[config.mk]
export PLATFORM = sky130hd
export DESIGN_NAME = register_file
export DESIGN_NICKNAME = d
export VERILOG_FILES = /design/src/rtl/register_file.sv
export SDC_FILE = /design/constraint.sdc
export NUM_CORES = 2
export LEC_CHECK = 0
export BUFFER_PORTS_ARGS = -buffer_cell sky130_fd_sc_hd__buf_2
export CAP_MARGIN = 20
export CORE_MARGIN = 10
export CORE_UTILIZATION = 64
export CTS_CLUSTER_SIZE = 28
export DETAILED_ROUTE_END_ITERATION = 6
export MAX_ROUTING_LAYER = met4
export PLACE_DENSITY = 0.88
export SYNTH_ARGS = -nofsm -noshare
export SYNTH_HDL_FRONTEND = slang
export SYNTH_SLANG_ARGS = --single-unit
export TNS_END_PERCENT = 20
[constraint.sdc]
create_clock -name clk -period 2.18 [get_ports clk]
set_clock_uncertainty 0.15 [all_clocks]
set_input_delay 0.109 -clock clk [delete_from_list [all_inputs] [get_ports clk]]
set_output_delay 0.109 -clock clk [all_outputs]
set_load 0.02 [all_outputs]
[src/rtl/register_file.sv]
// register_file: rv32i architectural integer register file.
// 2^AddrWidth x DataWidth registers. Two combinational read ports and one
// synchronous write port. A per-register pending-load scoreboard reports
// operands that are still waiting on data memory.
// Optional feature: define REGFILE_BYPASS_EN to forward a same-cycle
// write-back to the read ports and busy flags.
// x0 always reads zero and can never be marked pending.
module register_file #(
  parameter int DataWidth = 32,
  parameter int AddrWidth = 5
) (
  input  logic                 clk,
  input  logic                 rst_n,
  input  logic                 reg_write,
  input  logic [AddrWidth-1:0] rd_addr,
  input  logic [DataWidth-1:0] rd_data,
  input  logic [AddrWidth-1:0] rs1_addr,
  input  logic [AddrWidth-1:0] rs2_addr,
  output logic [DataWidth-1:0] rs1_data,
  output logic [DataWidth-1:0] rs2_data,
  input  logic                 load_issue,
  input  logic [AddrWidth-1:0] load_rd,
  output logic                 rs1_busy,
  output logic                 rs2_busy
);

  localparam int NumRegs = 1 << AddrWidth;

  // Register storage is plain flops: every entry must clear asynchronously.
  logic [DataWidth-1:0] regs_q [NumRegs];
  logic [NumRegs-1:0]   pend_q;
  logic [NumRegs-1:0]   pend_d;

  // A write-back to x0 is discarded everywhere.
  logic wb_valid;
  assign wb_valid = reg_write && (rd_addr != '0);

  genvar gi;
  generate
    for (gi = 0; gi < NumRegs; gi++) begin : g_reg
      logic wr_en;
      // Entry 0 never sees a write enable, so it holds its reset value of 0.
      assign wr_en = wb_valid && (rd_addr == AddrWidth'(gi)) && (gi != 0);

      // Per-register storage update with asynchronous clear.
      always_ff @(posedge clk or negedge rst_n) begin
        if (!rst_n) begin
          regs_q[gi] <= '0;
        end else if (wr_en) begin
          regs_q[gi] <= rd_data;
        end
      end
    end
  endgenerate

  // Scoreboard next state: clear on write-back, then set on load issue so a
  // new load to the same register supersedes the one completing.
  always_comb begin
    pend_d = pend_q;
    if (wb_valid) begin
      pend_d[rd_addr] = 1'b0;
    end
    if (load_issue && (load_rd != '0)) begin
      pend_d[load_rd] = 1'b1;
    end
    pend_d[0] = 1'b0;
  end

  // Scoreboard state register.
  always_ff @(posedge clk or negedge rst_n) begin
    if (!rst_n) begin
      pend_q <= '0;
    end else begin
      pend_q <= pend_d;
    end
  end

`ifdef REGFILE_BYPASS_EN
  // A matching write-back hides the hazard cycle unless a new load to the same
  // register issues in this cycle, in which case the old pending bit is shown.
  logic rs1_hit;
  logic rs2_hit;
  assign rs1_hit = wb_valid && (rs1_addr == rd_addr);
  assign rs2_hit = wb_valid && (rs2_addr == rd_addr);
`endif

  // Read port 1: x0 reads zero, otherwise registered state (or bypass).
  always_comb begin
    rs1_data = '0;
    rs1_busy = 1'b0;
    if (rs1_addr != '0) begin
      rs1_data = regs_q[rs1_addr];
      rs1_busy = pend_q[rs1_addr];
`ifdef REGFILE_BYPASS_EN
      if (rs1_hit) begin
        rs1_data = rd_data;
        rs1_busy = (load_issue && (load_rd == rs1_addr)) ? pend_q[rs1_addr] : 1'b0;
      end
`endif
    end
  end

  // Read port 2: identical to port 1, independent address.
  always_comb begin
    rs2_data = '0;
    rs2_busy = 1'b0;
    if (rs2_addr != '0) begin
      rs2_data = regs_q[rs2_addr];
      rs2_busy = pend_q[rs2_addr];
`ifdef REGFILE_BYPASS_EN
      if (rs2_hit) begin
        rs2_data = rd_data;
        rs2_busy = (load_issue && (load_rd == rs2_addr)) ? pend_q[rs2_addr] : 1'b0;
      end
`endif
    end
  end

endmodule

Yosys cells after proc, flatten, opt, wreduce, memory -nomap -nowiden
Index checks and enable logic that the tools add are counted.

storage, ports and cells
  register bits after elaboration = 1023
  latch bits = 0
  RAM bits = 0
  memory bits (read-only) = 0
  input port bits = 56
  word-level logic and storage cells = 135
  memories = 0

cells by class
  $add $sub $neg = 0
  $mul = 0
  divide/modulo/power cells = 0
  $lt $le $gt $ge = 8
  equal/unequal tests = 31
  shifts and indexed selects = 0
  mux-type cells = 20
  bitwise gates (word level) = 5
  reduce and logical (&&, ||, !) cells = 39

operators with widths
  cell                count
  $bmux 32 s5         2
  $mux 32             8
  $eq 5x5->1 const B  16
  $eq 5x4->1 const B  8
  $logic_and 1x1->1   35
  $and 32x32->32      1
  $not 32->32         1
  $or 32x32->32       1
  $lt 5x6->1 const B  4
  $eq 5x3->1 const B  4
  $reduce_bool 5->1   4
  $ge 6x6->1 const B  2
  $not 5->6           2
  $bmux 1 s5          2
  $demux 1 s5         2
  $eq 5x2->1 const B  2
  $ge 5x1->1 const B  2
  $mux 1              6
  $eq 5x1->1 const B  1

Longest topological paths before layout
  depth in word-level cells = 9
  depth in mapped cells = 8

Worst setup path after synthesis
Ideal clock, no wire load.

  path type = input to output
  start = input port rs1_addr[2]
  end = output port rs1_data[10]
  arrival time = 1.883 ns
  data required time = 1.921 ns
  path slack = 0.038 ns
  stages = 7
  path buffers = 5
  cell sequence = buf_2 -> buf_2 -> buf_2 -> clkbuf_1 -> buf_1 -> nand2_1 -> a211oi_1

on the way
  cells in the longest elaborated chain, start to end = 5

RTL lines
  item                                         RTL line  text
  start, declared                              17        input logic [AddrWidth-1:0] rs1_addr,
  $not 5->6 (not written as such)              92        rs1_data = regs_q[rs1_addr];
  $bmux 32 s5                                  92
  $mux 32 (not written as such) (2 in series)  92
  $mux 32 (*)                                  91        if (rs1_addr != '0) begin
  end, declared                                19        output logic [DataWidth-1:0] rs1_data,

Mark *: on every way between the ends. The rest lies on a longest branch, timed or not. The select of a mux whose other input is x is not followed.

Worst setup path in the final report
  start = register regs_q[921] in the netlist's numbering
  end = output port rs2_data[25]

on the way
  cells in the longest elaborated chain, start to end = 4

RTL lines
  item                                         RTL line  text
  start, declared                              30        logic [DataWidth-1:0] regs_q [NumRegs];
  start signal, assigned by index              50        regs_q[gi] <= rd_data;
  $bmux 32 s5                                  108       rs2_data = regs_q[rs2_addr];
  $mux 32 (not written as such) (2 in series)  108
  $mux 32                                      107       if (rs2_addr != '0) begin
  end, declared                                20        output logic [DataWidth-1:0] rs2_data,

No other way between the ends. The select of a mux whose other input is x is not followed.

==> results.ini <==
[synth]
synth_edf_count = 0
ys_warn_count = 0
ys_dominant_reg_cell = dfrtp_1
syn_inst = 3648
synth.top_cell.area_share_pct = 47.1
synth_most_common_cell = mux2_2
synth.area.top_cells = dfrtp_1 (47%), mux2_2 (22%), mux4_2 (19%)
yosysTopAreaCell = dfrtp_1
syn_avg_cell_area_um2 = 14.9
syn_area_um2 = 54400
async_flop_share_pct = 100
yosysUniqueCellTypes = 44
ys_ff_latch = 1023
syn_nets = 3704
yosys-top-cells-count = mux2_2 (1077), dfrtp_1 (1023), mux4_2 (462)
seq_area_frac_synth_pct = 47.1

[drt]
drtIter0Drc = 7439
drtAntennaViolNets = 0
wirelength_um = 210000
drc = 30
via_count = 42700
drt_first_pass_iters = 7
vias_per_cell = 8.29
wl_per_cell_um = 40.9

[timing]
fin_ws_ns = -0.758
tightest_slew_ns = 0.876
rsz0062_at_grt = true
finalHoldViolCount = 0
period_minus_slack_ns = 2.94
fin_setup_tns_ns = -34.19
fin_crit_sh_pct = 135
setup_viol = 79
finalMaxSlewViolations = 0
fmax_mhz = 340
slew_headroom_pct = 41.5

[clock_tree]
cts.sinks = 1023
cts_tree = built
clk_latency_ns = 0.71
cts.path.max_buffers = 3
numCtsBuffers = 105
cts.clk_slew.worst_paths_ns = 0.07
htreeDepth = 3
cts-root-buf = clkbuf_16

[layout]
drive_gt1_share_pct = 60.6
final_cell_area_um2 = 64800
layout.nets = 3964
area_growth_pct = 19.1

[worst_setup_path]
worstPathRequired_ns = 1.92
r2r_cells = 3
slowest_delay_ns = 0.44
crit_cells = 6
cp.arrival_ns = 2.68
cp-start-kind = flip-flop
path_cells = buf_4, mux2_2, a22oi_1, o21ai_0, a211o_1, buf_6
cp_slowest_cell = dfrtp_1
critPathTopFamily = compound AO/OA/AOI/OAI gates
critPathBufInv = 2
worstPathMaxFanout = 2
cp-end-kind = primary output
path_class = reg2out

[power]
total_power_mw = 61.2
ir_drop_mv = 0.865
leakagePower_nw = 28.0
p_per_area_nw_per_um2 = 944

[die]
design.core.area_um2 = 84000
dieArea_um2 = 97100
ios = 122
start_util_pct = 64.8
die_height_um = 312
die_width_um = 312
rows = 106

[outcome]
status = finished, violations left
violations = DRC, setup timing

[global_route]
grt_max_degree = 111
antenna_found_initial = 12
track_usage_pct = 41.7
grt_pass1_wl_um = 294000
grt_pass1_vias = 44600
grt-ovfl-total = 0

[placement]
dp_hpwl_um = 109000
gp_congestion = 0.940
io_buffers = 121
placed_area_um2 = 58900

[hold_path]
whs_path_depth = 4
hold_class = in2reg

[flow_run]
maxCapViolCount = 0

==> layer usage <==
layer  track usage [%]  part of all wire, %
met4              33.6                   12
met2              58.9                   42
met1              46.5                   30
met3              17.1                   16
met5                 -                    0
==> stage by stage <==
step	cells	setup slack [ns]	util, %	hold slack [ns]
2_1_floorplan	3648	0.0377	-	-0.337
5_1_grt	5146	-0.737	77.2	0.0687
6_report	5150	-0.758	77.2	0.0938
3_5_place_dp	4842	-0.172	70.2	-0.106
4_1_cts	5117	-0.615	76.4	0.0220
3_3_place_gp	4842	-0.166	70.2	-0.0995
==> report_power, final <==
| part | internal [mW] | leakage [nW] | switching [mW] |
|---|---|---|---|
| combinational | 8.10 | 13.1 | 6.48 |
| sequential | 22.7 | 13.0 | 3.88 |
| clock | 11.4 | 1.82 | 8.59 |
==> cells in the final DEF (no fill, tap or decap), types with 41 or more instances in the layout <==
cell,count
mux2_2,1071
dfrtp_1,1019
mux4_2,462
buf_4,272
buf_12,114
clkbuf_16,105
buf_2,68
a22oi_2,63
a22oi_1,58
dlygate4sd3_1,57
o21ai_0,56
nand2_1,50
o22ai_1,50
mux2i_1,45
buf_6,41
==> logic make-up after synthesis <==
kind of cell | after synthesis | share of synthesized area [%]
flip-flops | 1023 | 47.1
buffers and inverters | 417 | 3.30
AND/OR/NAND/NOR | 203 | 1.83
AO/OA/AOI/OAI | 415 | 5.46
multiplexers | 1590 | 42.4
==> flip-flops by register name, summed over array words and instances (netlist names) <==
signal,flops
regs_q,992
pend_q,31
==> cell type report <==
| type | count | area, um^2 |
|---|---|---|
| multi-input cells | 2208 | 28100 |
| flip-flops and latches | 1023 | 25600 |
| fillers | 4056 | 19200 |
| repair buffers | 559 | 5800 |
| clock buffers | 142 | 2970 |
| well taps | 1134 | 1420 |
| clock inverters | 55 | 807 |
| diodes | 18 | 45.0 |
| inverters | 11 | 41.3 |
==> tightest hold or removal path, cell delays in order <==
cell and delay [ns]:
buf_2 0.24, nor4_4 0.09, buf_12 0.23, mux2_2 0.27
==> path summary, 6_finish.rpt <==
kind,from,endpoint,slack (ns)
max in group asynchronous,rst_n,regs_q[273]$_DFFE_PN0P_,0.68
hold / removal,rd_addr[1],regs_q[118]$_DFFE_PN0P_,0.09
setup reg to reg,pend_q[22]$_DFF_PN0_,pend_q[22]$_DFF_PN0_,0.69
hold reg to reg,regs_q[631]$_DFFE_PN0P_,regs_q[631]$_DFFE_PN0P_,0.37
setup / recovery,regs_q[921]$_DFFE_PN0P_,rs2_data[25],-0.76
min in group asynchronous,rst_n,regs_q[256]$_DFFE_PN0P_,0.54
==> what timing repair did <==
item / 4_1_cts / 5_1_grt
endpoints found under the setup margin: 66 / 102
gates resized for setup: 184 / 120
pin swaps: 80 / 47
gates cloned: 0 / 0
hold buffers: 60 / 0
hold endpoints to repair: 2038 / 0
setup buffers: 20 / 18
(Power assumes the default switching activity.)
